`src/rtl/uart_receiver.sv`:
```
// uart_receiver: 8N1 UART receive front-end with a one-byte holding buffer and sticky error flags.
// Define UART_RX_PARITY_EN to add an even-parity bit between the data bits and the stop bit.

module uart_receiver #(
    parameter int CLKS_PER_BIT = 5208,
    parameter int HALF_BIT     = CLKS_PER_BIT / 2
) (
    input  logic       clk,
    input  logic       reset,
    input  logic       rx,
    input  logic       rd_ack,
    output logic [7:0] rx_data,
    output logic       rx_valid,
    output logic       frame_err,
    output logic       overrun,
    output logic       parity_err
);

    localparam logic [15:0] BIT_LAST  = 16'(CLKS_PER_BIT - 1);
    localparam logic [15:0] HALF_LAST = 16'(HALF_BIT - 1);

    typedef enum logic [2:0] {
        IDLE,
        START,
        DATA,
        PARITY,
        STOP,
        BREAK
    } state_t;

`ifdef UART_RX_PARITY_EN
    localparam state_t AFTER_DATA = PARITY;
`else
    localparam state_t AFTER_DATA = STOP;
`endif

    state_t      state;
    state_t      state_next;
    logic        rx_meta;
    logic        rx_s;
    logic [15:0] cnt;
    logic [2:0]  bit_idx;
    logic [7:0]  shift;
    logic        cnt_clear;
    logic        tick_half;
    logic        tick_bit;
    logic        start_ok;
    logic        data_sample;
    logic        stop_sample;
    logic        good_stop;
    logic        bad_stop;
    logic        accept;

    // Two-flop synchroniser; the line idles high, so reset loads ones.
    always_ff @(posedge clk or negedge reset) begin
        if (!reset) begin
            rx_meta <= 1'b1;
            rx_s    <= 1'b1;
        end else begin
            rx_meta <= rx;
            rx_s    <= rx_meta;
        end
    end

    always_ff @(posedge clk or negedge reset) begin
        if (!reset) begin
            state <= IDLE;
        end else begin
            state <= state_next;
        end
    end

    assign tick_half = (cnt == HALF_LAST);
    assign tick_bit  = (cnt == BIT_LAST);

    always_comb begin
        state_next = state;
        cnt_clear  = 1'b0;
        case (state)
            IDLE: begin
                cnt_clear = 1'b1;
                if (!rx_s) begin
                    state_next = START;
                end
            end
            START: begin
                if (tick_half) begin
                    cnt_clear  = 1'b1;
                    state_next = rx_s ? IDLE : DATA;
                end
            end
            DATA: begin
                if (tick_bit) begin
                    cnt_clear = 1'b1;
                    if (bit_idx == 3'd7) begin
                        state_next = AFTER_DATA;
                    end
                end
            end
            PARITY: begin
                if (tick_bit) begin
                    cnt_clear  = 1'b1;
                    state_next = STOP;
                end
            end
            STOP: begin
                if (tick_bit) begin
                    cnt_clear  = 1'b1;
                    state_next = rx_s ? IDLE : BREAK;
                end
            end
            BREAK: begin
                cnt_clear = 1'b1;
                if (rx_s) begin
                    state_next = IDLE;
                end
            end
            default: begin
                cnt_clear  = 1'b1;
                state_next = IDLE;
            end
        endcase
    end

    assign start_ok    = (state == START) && tick_half && !rx_s;
    assign data_sample = (state == DATA) && tick_bit;
    assign stop_sample = (state == STOP) && tick_bit;
    assign good_stop   = stop_sample && rx_s;
    assign bad_stop    = stop_sample && !rx_s;

    always_ff @(posedge clk or negedge reset) begin
        if (!reset) begin
            cnt <= '0;
        end else if (cnt_clear) begin
            cnt <= '0;
        end else begin
            cnt <= cnt + 16'd1;
        end
    end

    // Data bits land LSB first at the index of the bit currently being sampled.
    always_ff @(posedge clk or negedge reset) begin
        if (!reset) begin
            bit_idx <= '0;
            shift   <= '0;
        end else begin
            if (state == IDLE || start_ok) begin
                bit_idx <= '0;
            end else if (data_sample) begin
                bit_idx <= bit_idx + 3'd1;
            end
            if (data_sample) begin
                shift[bit_idx] <= rx_s;
            end
        end
    end

`ifdef UART_RX_PARITY_EN
    logic parity_sample;
    logic parity_mismatch;
    logic parity_bad;

    assign parity_sample   = (state == PARITY) && tick_bit;
    assign parity_mismatch = (rx_s != (^shift));

    // A bad parity bit poisons the frame; the stop bit can no longer rescue it.
    always_ff @(posedge clk or negedge reset) begin
        if (!reset) begin
            parity_bad <= 1'b0;
            parity_err <= 1'b0;
        end else begin
            if (parity_sample) begin
                parity_bad <= parity_mismatch;
            end
            if (parity_sample && parity_mismatch) begin
                parity_err <= 1'b1;
            end else if (rd_ack) begin
                parity_err <= 1'b0;
            end
        end
    end

    assign accept = good_stop && !parity_bad;
`else
    assign parity_err = 1'b0;
    assign accept     = good_stop;
`endif

    // Error sets win over rd_ack clears; a new byte wins over an acknowledge on the same edge.
    always_ff @(posedge clk or negedge reset) begin
        if (!reset) begin
            rx_data   <= 8'h00;
            rx_valid  <= 1'b0;
            frame_err <= 1'b0;
            overrun   <= 1'b0;
        end else begin
            if (accept && (!rx_valid || rd_ack)) begin
                rx_data <= shift;
            end
            if (accept) begin
                rx_valid <= 1'b1;
            end else if (rd_ack) begin
                rx_valid <= 1'b0;
            end
            if (accept && rx_valid && !rd_ack) begin
                overrun <= 1'b1;
            end else if (rd_ack) begin
                overrun <= 1'b0;
            end
            if (bad_stop) begin
                frame_err <= 1'b1;
            end else if (rd_ack) begin
                frame_err <= 1'b0;
            end
        end
    end

endmodule

```
`config.mk`:
```
export PLATFORM = sky130hd
export DESIGN_NAME = uart_receiver
export DESIGN_NICKNAME = d
export VERILOG_FILES = /design/src/rtl/uart_receiver.sv
export SDC_FILE = /design/constraint.sdc
export NUM_CORES = 1
export LEC_CHECK = 0
export ABC_CLOCK_PERIOD_IN_PS = 2700
export CAP_MARGIN = 20
export CORE_ASPECT_RATIO = 0.5
export CORE_UTILIZATION = 57
export DETAILED_ROUTE_END_ITERATION = 10
export PLACE_DENSITY_LB_ADDON = 0.08
export SKIP_LAST_GASP = 1
export SYNTH_ARGS = -nofsm -noshare
export SYNTH_HDL_FRONTEND = slang
export SYNTH_SLANG_ARGS = --single-unit
```
`constraint.sdc`:
```
create_clock -name clk -period 2.7 [get_ports clk]
set_input_delay 0.27 -clock clk [delete_from_list [all_inputs] [get_ports clk]]
set_output_delay 0.27 -clock clk [all_outputs]
set_load 0.02 [all_outputs]
```
Yosys cells after proc, flatten, opt, wreduce, memory -nomap -nowiden
Cells that the tools add are included.
{"block": "op_classes", "n_reduce_logical": 22, "n_mux": 23, "addsub": 2, "magnitude_cmp": 2, "eq_ne": 15}
{"operator": "3-bit 2-to-1 mux", "n": 10}
{"operator": "3-bit one-hot mux with 6 select lines", "n": 1}
{"operator": "16-bit by 1-bit adder with 16-bit output, second input constant", "n": 1}
{"operator": "16-bit by 12-bit equality test with 1-bit output, second input constant", "n": 1}
{"operator": "16-bit by 13-bit equality test with 1-bit output, second input constant", "n": 1}
{"operator": "16-bit 2-to-1 mux", "n": 1}
{"operator": "2-bit inequality test, second input constant", "n": 7}
{"operator": "1-bit logical AND", "n": 10}
{"operator": "3-bit equality test, second input constant", "n": 3}
{"operator": "8-bit bitwise mux", "n": 1}
{"operator": "2-bit nonzero test", "n": 4}
{"operator": "1-bit 2-to-1 mux", "n": 7}
{"operator": "7-bit AND reduction", "n": 1}
{"operator": "3-bit by 2-bit equality test with 1-bit output, second input constant", "n": 2}
{"operator": "3-bit by 4-bit < comparator with 1-bit output, second input constant", "n": 1}
{"operator": "3-bit by 1-bit adder with 3-bit output, second input constant", "n": 1}
{"operator": "1-bit demux with 3-bit select", "n": 1}
{"operator": "3-bit by 1-bit equality test with 1-bit output, second input constant", "n": 1}
{"operator": "3-bit by 1-bit >= comparator with 1-bit output, second input constant", "n": 1}
{"operator": "1-bit logical NOT", "n": 3}
{"operator": "3-bit logical NOT", "n": 1}
{"operator": "3-bit OR reduction", "n": 1}
{"operator": "1-bit logical OR", "n": 2}
{"operator": "2-bit 2-to-1 mux", "n": 1}
{"operator": "1-bit one-hot mux with 2 select lines", "n": 1}
{"block": "totals", "out_inout_bits": 12, "input_bits": 4, "register_bits": 43}

Logic depth before layout (Yosys ltp)
Gate-level depths: netlist (run 1).
{"block": "depth", "ltp_word": 6, "mapped_depth": 6, "depth_no_buf": 5}

Least setup slack after synthesis (run 1)
No wires, ideal clock.
{"block": "synth_timing", "path_type": "register to register", "from": "register cnt[3]", "to": "register shift[6]", "required_time_ns": 2.575, "path_stages_with_launch": 6, "path_slack_ns": 0.439, "t_arrival_ns": 2.136, "n_path_buf": 1, "setup_ns": 0.125, "period_less_slack_ns": 2.261, "cell_sequence": "dfrtp_1 buf_6 or4b_4 or4_4 nor4_1 mux2_2"}
{"block": "synth_via", "elab_chain_cells": 2}
{"item": "start, declared", "line": "41", "source": "logic [15:0] cnt;"}
{"item": "start signal, assigned", "line": "137", "source": "cnt <= cnt + 16'd1;"}
{"item": "16-bit by 13-bit equality test with 1-bit output", "line": "74", "source": "assign tick_bit = (cnt == BIT_LAST);"}
{"item": "1-bit logical AND", "line": "126", "source": "assign data_sample = (state == DATA) && tick_bit;"}
{"item": "end signal, assigned by index", "line": "153", "source": "shift[bit_idx] <= rx_s;"}
{"item": "end, declared", "line": "43", "source": "logic [7:0] shift;"}
Every way passes these cells.
A chain may end at the register's enable or synchronous reset.

Worst setup path after layout (run 1)
{"block": "layout_timing", "from": "register cnt[5]", "to": "register shift[6]"}
The elaborated chain is that of the path after synthesis.

==> summary.txt, run 1 <==
Critical path
  • Category of the most critical setup path: reg2reg
  • Element type at the critical path end: flip-flop
  • Required @ worst endpoint: 2890 ps
  • Max incr delay on CP: 580 ps
  • Cells along the critical path: or4b_4, or4_4, nor4_1, mux2_2
  • CP startpoint kind: flip-flop
  • Slowest stage cell on the critical path: sky130_fd_sc_hd__or4_4
  • CP Max Fanout: 13
  • Arrival @ worst endpoint: 2570 ps

Route
  • Number of violations reported at the end of detailed-routing iteration 0: 60
  • Met2 WL post-DR: 1780 µm
  • Total length of routed met3 wires: 135 µm
  • Average detailed-routed wire length per instance: 14.8 µm
  • Via count: 1482
  • Remaining routing DRC violations: 0
  • Router iterations before antenna repair: 4
  • Met1 routed wirelength after detailed routing: 1840 µm
  • Detailed-route wire length: 3760 µm
  • Vias per cell: 5.81
  • Uppermost routed layer: met4
  • ANT nets after route: 0

Layout
  • Area of all sequential standard cells: 1080 µm²
  • Filler cell count: 269
  • Post-layout instance area: 2370 µm²
  • Share of the core filled with cells: 68.7%
  • Fin cells: 255
  • Multi-input combinational cell area: 931 µm²
  • Layout cell share with drive strength beyond 1: 18.1%
  • Post-layout nets: 210
  • Diode insertion count for antenna repair: 0
  • Area grow syn2layout: 14.3%

Hold path
  • Hold/Removal Path Class: in2async

Outcome
  • Status: finished, final reports clean

Place
  • Number of input and output port buffers inserted: 14
  • Cell Area, Placed: 2250 µm²
  • Total instance count after detailed placement: 247
  • Dpl hpwl: 2510 µm
  • Final Wtd Congestion: 0.855

Timing
  • Final Critical Period: 2390 ps
  • Final Hold Slack: 105 ps
  • Setup skew after layout: 8.39 ps
  • Achievable Freq: 419 MHz
  • Count of final hold-check violations: 0
  • Setup_tns: 0 ps
  • Post-route clock period utilization: 88.4%
  • Final count of negative-setup-slack endpoints: 0
  • Rel. slew slack: 38.5%
  • RSZ-0062 raised after global routing: no
  • Final slew viol count: 0
  • Tightest Pin Transition: 922 ps

Flow run
  • Max-cap violations: 0

Yosys
  • Top_reg_cell synth: sky130_fd_sc_hd__dfrtp_1
  • Per-instance average area after synthesis: 11.2 µm²
  • Synthesis-stage register bit count: 43
  • Post-synthesis async set-or-reset flop share: 100%
  • Net count of the mapped netlist: 193
  • Fraction of the yosys area taken by sequential cells: 52.0%
  • Count of mapped cells out of synthesis: 186
  • Synth Warn #: 0
  • Number of enable flip-flop cells after synthesis: 0
  • Yosys cell types: 39
  • Total standard cell area after synthesis: 2070 µm²

Clocking
  • Maximum number of buffers from clock root to sink: 2
  • Clock transition time at the flip-flop clock pins of the worst setup and hold paths: 80 ps
  • Number of buffers created by CTS: 5
  • Clock insertion delay at the later pin of the skew report: 300 ps
  • H-tree levels: 2
  • Hold Buf Count CTS: 0
  • Quantity of gates resized following cts: 0
  • CTS Root Cell: sky130_fd_sc_hd__clkbuf_8
  • Post-CTS setup buffers: 0
  • CTS tree: yes
  • Clock sinks: 43

Die
  • Ports placed on the boundary: 16
  • Die Span Y: 44.7 µm
  • Core area: 3450 µm²
  • Area enclosed by the die boundary: 3900 µm²
  • Initial core utilization: 60.1%
  • Floorplan die width: 87.3 µm
  • Row cnt: 15

Power
  • VDD IR max: 0.000278 V
  • Lkg Pwr: 1.07 nW
  • Cell area power density: 501 nW/µm²

GRT
  • Maximum number of pins on one net before global-route repair: 44
  • Antenna violations before repair: 0
  • Grt ovf: 0
  • Global-route wire length before repair: 6250 µm
  • Number of global-route vias before repair: 1354
  • Global-route usage over all layers: 21.4%
## registers in the layout (all words and copies together) (netlist names)
signal / cells
bit_idx: 3
cnt: 16
frame_err: 1
overrun: 1
rx_data: 8
rx_meta: 1
rx_s: 1
rx_valid: 1
shift: 8
state: 3
## cell usage in the layout (no fill, tap or decap), drive strengths merged, types with 3 or more instances in the layout
| cell type | instances |
|---|---|
| a21oi | 3 |
| a22oi | 5 |
| and4 | 4 |
| buf | 5 |
| clkbuf | 6 |
| clkdlybuf4s50 | 13 |
| dfrtp | 41 |
| ha | 3 |
| inv | 4 |
| mux2 | 16 |
| nand2 | 8 |
| nand3 | 11 |
| nand4 | 9 |
| nand4b | 5 |
| nor2 | 17 |
| nor2b | 3 |
| o21ai | 7 |
| o32ai | 3 |
| or3 | 5 |
| xor2 | 9 |
## synth_stat cells, drive strengths merged (2+ instances only)
cell    instances  area [µm²]
a21oi           3        15.0
a22oi           5        42.5
and2            2        12.5
and4            4        35.0
buf             4        35.0
clkbuf          4        15.0
dfrtp          41        1030
dfstp           2        52.6
ha              3        37.5
inv             4        15.0
mux2           16         180
nand2           8        30.0
nand2b          2        12.5
nand3          11        55.1
nand4           9        56.3
nand4b          5        43.8
nor2           17        63.8
nor2b           3        18.8
nor3            2        10.0
nor4            2        12.5
nor4bb          2        20.0
o21ai           7        35.0
o32ai           3        26.3
or2             2        12.5
or3             5        31.3
xnor2           2        17.5
xor2            9        78.8
## metrics by stage
step | worst slack, ps | total power, mW
global placement | 368 | 0.681
floorplan | 439 | 0.666
global route | 246 | 1.22
detailed placement | 320 | 0.682
CTS | 317 | 1.20
finish | 313 | 1.19
## per-layer routing
metal	GRT usage, %	vias up
met5	0	-
met4	5.25	0
met3	5.60	2
met2	35.9	25
met1	28.2	741
li1	-	714
## logic make-up (layout without fill, tap and decap cells)
| logic type | count (synthesis) | count (layout) | share of synthesized area [%] |
|---|---|---|---|
| DFF | 43 | 43 | 52.0 |
| adders and majority gates | 3 | 3 | 1.81 |
| AOI/OAI and AO/OA | 21 | 21 | 7.00 |
| xor gates and xnor gates | 11 | 11 | 4.64 |
| other | 1 | 1 | 0.181 |
| buffers and inverters | 12 | 30 | 3.14 |
| and+or+nand+nor | 79 | 79 | 22.6 |
| muxes | 16 | 16 | 8.69 |
## layout make-up
type / count / share of cell area (%)
Clock buffer: 6 / 3.48
Sequential cell: 43 / 45.5
Inverter: 4 / 0.633
Clock inverter: 2 / 1.48
Tap cell: 51 / 2.69
Timing Repair Buffer: 18 / 6.97
Multi-Input combinational cell: 131 / 39.3
## power breakdown
part	switching (mW)	leakage (nW)	internal (mW)
combinational	0.0142	0.427	0.00437
clock	0.222	0.0612	0.299
sequential	0.00320	0.579	0.646
total	0.239	1.07	0.950
## worst max-delay path, delay by kind of cell (launching register included)
kind	cells	cell delay [ps]
mux	1	370
flops	1	450
simple gates	3	1450
## path summary, 6_finish.rpt
path	startpoint	end	slack (ps)	cells after the start
max reg2reg	cnt[5]$_DFF_PN0_	shift[6]$_DFFE_PN0P_	310	4
min in group clk	rx_meta$_DFF_PN1_	rx_s$_DFF_PN1_	360	0
max in group asynchronous	reset	cnt[11]$_DFF_PN0_	2020	1
max	cnt[5]$_DFF_PN0_	shift[6]$_DFFE_PN0P_	310	4
min reg2reg	rx_meta$_DFF_PN1_	rx_s$_DFF_PN1_	360	0
min	reset	shift[0]$_DFFE_PN0P_	100	1
No activity file was read; power rests on OpenSTA's default activity.
==> run 2: changes to the inputs <==
- MAX_ROUTING_LAYER: not set -> met4
==> summary.txt, run 2 (synthesized netlist as in run 1, its figures left out) <==
Outcome
  • Status: finished, final reports clean

Place
  • Final Wtd Congestion: 0.868 (+1.6%)
  • Number of input and output port buffers inserted: 14 (unchanged)
  • Dpl hpwl: 2510 µm (unchanged)

Die
  • Core area: 3450 µm² (unchanged)
  • Floorplan die width: 87.3 µm (unchanged)
  • Area enclosed by the die boundary: 3900 µm² (unchanged)
  • Initial core utilization: 60.1% (unchanged)
  • Die Span Y: 44.7 µm (unchanged)
  • Row cnt: 15 (unchanged)
  • Ports placed on the boundary: 16 (unchanged)

Power
  • Lkg Pwr: 1.07 nW (unchanged)
  • VDD IR max: 0.000278 V (+0.11%)
  • Cell area power density: 501 nW/µm² (-0.17%)

GRT
  • Grt ovf: 0 (unchanged)
  • Global-route wire length before repair: 6270 µm (+0.34%)
  • Global-route usage over all layers: 22.2% (+0.80 points)
  • Antenna violations before repair: 0 (unchanged)
  • Maximum number of pins on one net before global-route repair: 44 (unchanged)
  • Number of global-route vias before repair: 1355 (+0.074%)

Timing
  • Count of final hold-check violations: 0 (unchanged)
  • Setup skew after layout: 5.56 ps (-2.82 ps)
  • Final slew viol count: 0 (unchanged)
  • Rel. slew slack: 39.1% (+0.57 points)
  • Setup_tns: 0 ps (unchanged)
  • RSZ-0062 raised after global routing: no
  • Final Critical Period: 2390 ps (+4.64 ps)
  • Post-route clock period utilization: 88.6% (+0.17 points)
  • Final count of negative-setup-slack endpoints: 0 (unchanged)
  • Final Hold Slack: 103 ps (-2.00 ps)
  • Tightest Pin Transition: 914 ps (-8.62 ps)
  • Achievable Freq: 418 MHz (-0.19%)

Route
  • Met2 WL post-DR: 1790 µm (+0.51%)
  • Vias per cell: 5.78 (-0.54%)
  • Router iterations before antenna repair: 4 (unchanged)
  • Met1 routed wirelength after detailed routing: 1790 µm (-2.3%)
  • ANT nets after route: 0 (unchanged)
  • Via count: 1474 (-0.54%)
  • Detailed-route wire length: 3750 µm (-0.40%)
  • Average detailed-routed wire length per instance: 14.7 µm (-0.40%)
  • Total length of routed met3 wires: 153 µm (+13%)
  • Number of violations reported at the end of detailed-routing iteration 0: 72 (+20%)
  • Remaining routing DRC violations: 0 (unchanged)
  • Uppermost routed layer: met4

Clocking
  • Post-CTS setup buffers: 0 (unchanged)
  • CTS tree: yes
  • Clock transition time at the flip-flop clock pins of the worst setup and hold paths: 80 ps (about the same)
  • CTS Root Cell: sky130_fd_sc_hd__clkbuf_8
  • H-tree levels: 2 (unchanged)
  • Number of buffers created by CTS: 5 (unchanged)
  • Quantity of gates resized following cts: 0 (unchanged)
  • Clock sinks: 43 (unchanged)
  • Clock insertion delay at the later pin of the skew report: 290 ps (about the same)
  • Maximum number of buffers from clock root to sink: 2 (unchanged)
  • Hold Buf Count CTS: 0 (unchanged)

Critical path
  • Endpoint of the worst register-to-register path: shift[6]$_DFFE_PN0P_
  • CP Launch Point: cnt[5]$_DFF_PN0_
  • Arrival @ worst endpoint: 2580 ps (about the same)
  • Launching point of the worst reg2reg path: cnt[5]$_DFF_PN0_
  • Cells on worst reg2reg path: 4 (unchanged)
  • Element type at the critical path end: flip-flop
  • CP startpoint kind: flip-flop
  • Category of the most critical setup path: reg2reg
  • Required @ worst endpoint: 2890 ps (about the same)
  • CP Max Fanout: 13 (unchanged)
  • Flop2flop setup slack: 310 ps (about the same)
  • Timing endpoint of the critical path: shift[6]$_DFFE_PN0P_

Hold path
  • Hold/Removal Path Class: in2async

Layout
  • Max FFs per register: 16 (unchanged)
  • Diode insertion count for antenna repair: 0 (unchanged)
  • Post-layout nets: 210 (unchanged)
  • Filler cell count: 269 (unchanged)
  • Layout cell share with drive strength beyond 1: 18.1% (unchanged)
  • Share of the core filled with cells: 68.7% (unchanged)
  • Commonest non-fill, non-tap cell in the layout: sky130_fd_sc_hd__dfrtp_1
  • Register bank with the most flops: cnt
  • Most frequent cells in the layout: sky130_fd_sc_hd__dfrtp_1 (41), sky130_fd_sc_hd__nor2_1 (17), sky130_fd_sc_hd__mux2_2 (16)
  • Top flop regs: cnt: 16 flops, rx_data: 8 flops, shift: 8 flops
  • Area grow syn2layout: 14.3% (unchanged)

Flow run
  • Max-cap violations: 0 (unchanged)
-- run 2: worst min-delay path by stage --
stage	endpoint	cells past startpoint	slack, ps	startpoint
finish	shift[0]$_DFFE_PN0P_	1	100	reset
global route	shift[2]$_DFFE_PN0P_	1	180	reset
CTS	shift[2]$_DFFE_PN0P_	1	130	reset
detailed placement	rx_s$_DFF_PN1_	0	350	rx_meta$_DFF_PN1_
global placement	rx_s$_DFF_PN1_	0	350	rx_meta$_DFF_PN1_
floorplan	bit_idx[0]$_DFFE_PN0P_	0	-30	reset
-- run 2: layout make-up --
type | instances | area [µm²] | share of cell area [%]
clock buffer | 6 | 82.6 | 3.48
multi-input combinational | 131 | 931 | 39.3
timing repair buffer | 18 | 165 | 6.97
tap | 51 | 63.8 | 2.69
clock inverter | 2 | 35.0 | 1.48
inverter | 4 | 15.0 | 0.633
sequential | 43 | 1080 | 45.5
-- run 2: stage by stage --
stage          total power [mW]  instances  setup slack, ps  area, µm²
3_5_place_dp              0.682        247              320       2250
5_1_grt                    1.22        255              246       2370
3_3_place_gp              0.681        247              368       2250
4_1_cts                    1.20        255              317       2370
2_1_floorplan             0.666        186              439       2070
6_report                   1.19        255              308       2370
-- run 2: power breakdown --
group / switching, mW / internal (mW)
Sequential: 0.00320 / 0.646
Combinational: 0.0140 / 0.00437
Clock: 0.220 / 0.299
Total: 0.237 / 0.950
-- run 2: critical path, stage by stage, from the launching register on --
cell                      delay [ps]
sky130_fd_sc_hd__dfrtp_1         450
sky130_fd_sc_hd__or4b_4          560
sky130_fd_sc_hd__or4_4           580
sky130_fd_sc_hd__nor4_1          310
sky130_fd_sc_hd__mux2_2          370
-- run 2: metal layers --
layer	up-vias	track usage (%)
met3	2	5.60
met4	0	5.25
met2	29	36.3
li1	715	-
met1	728	28.2
met5	-	-
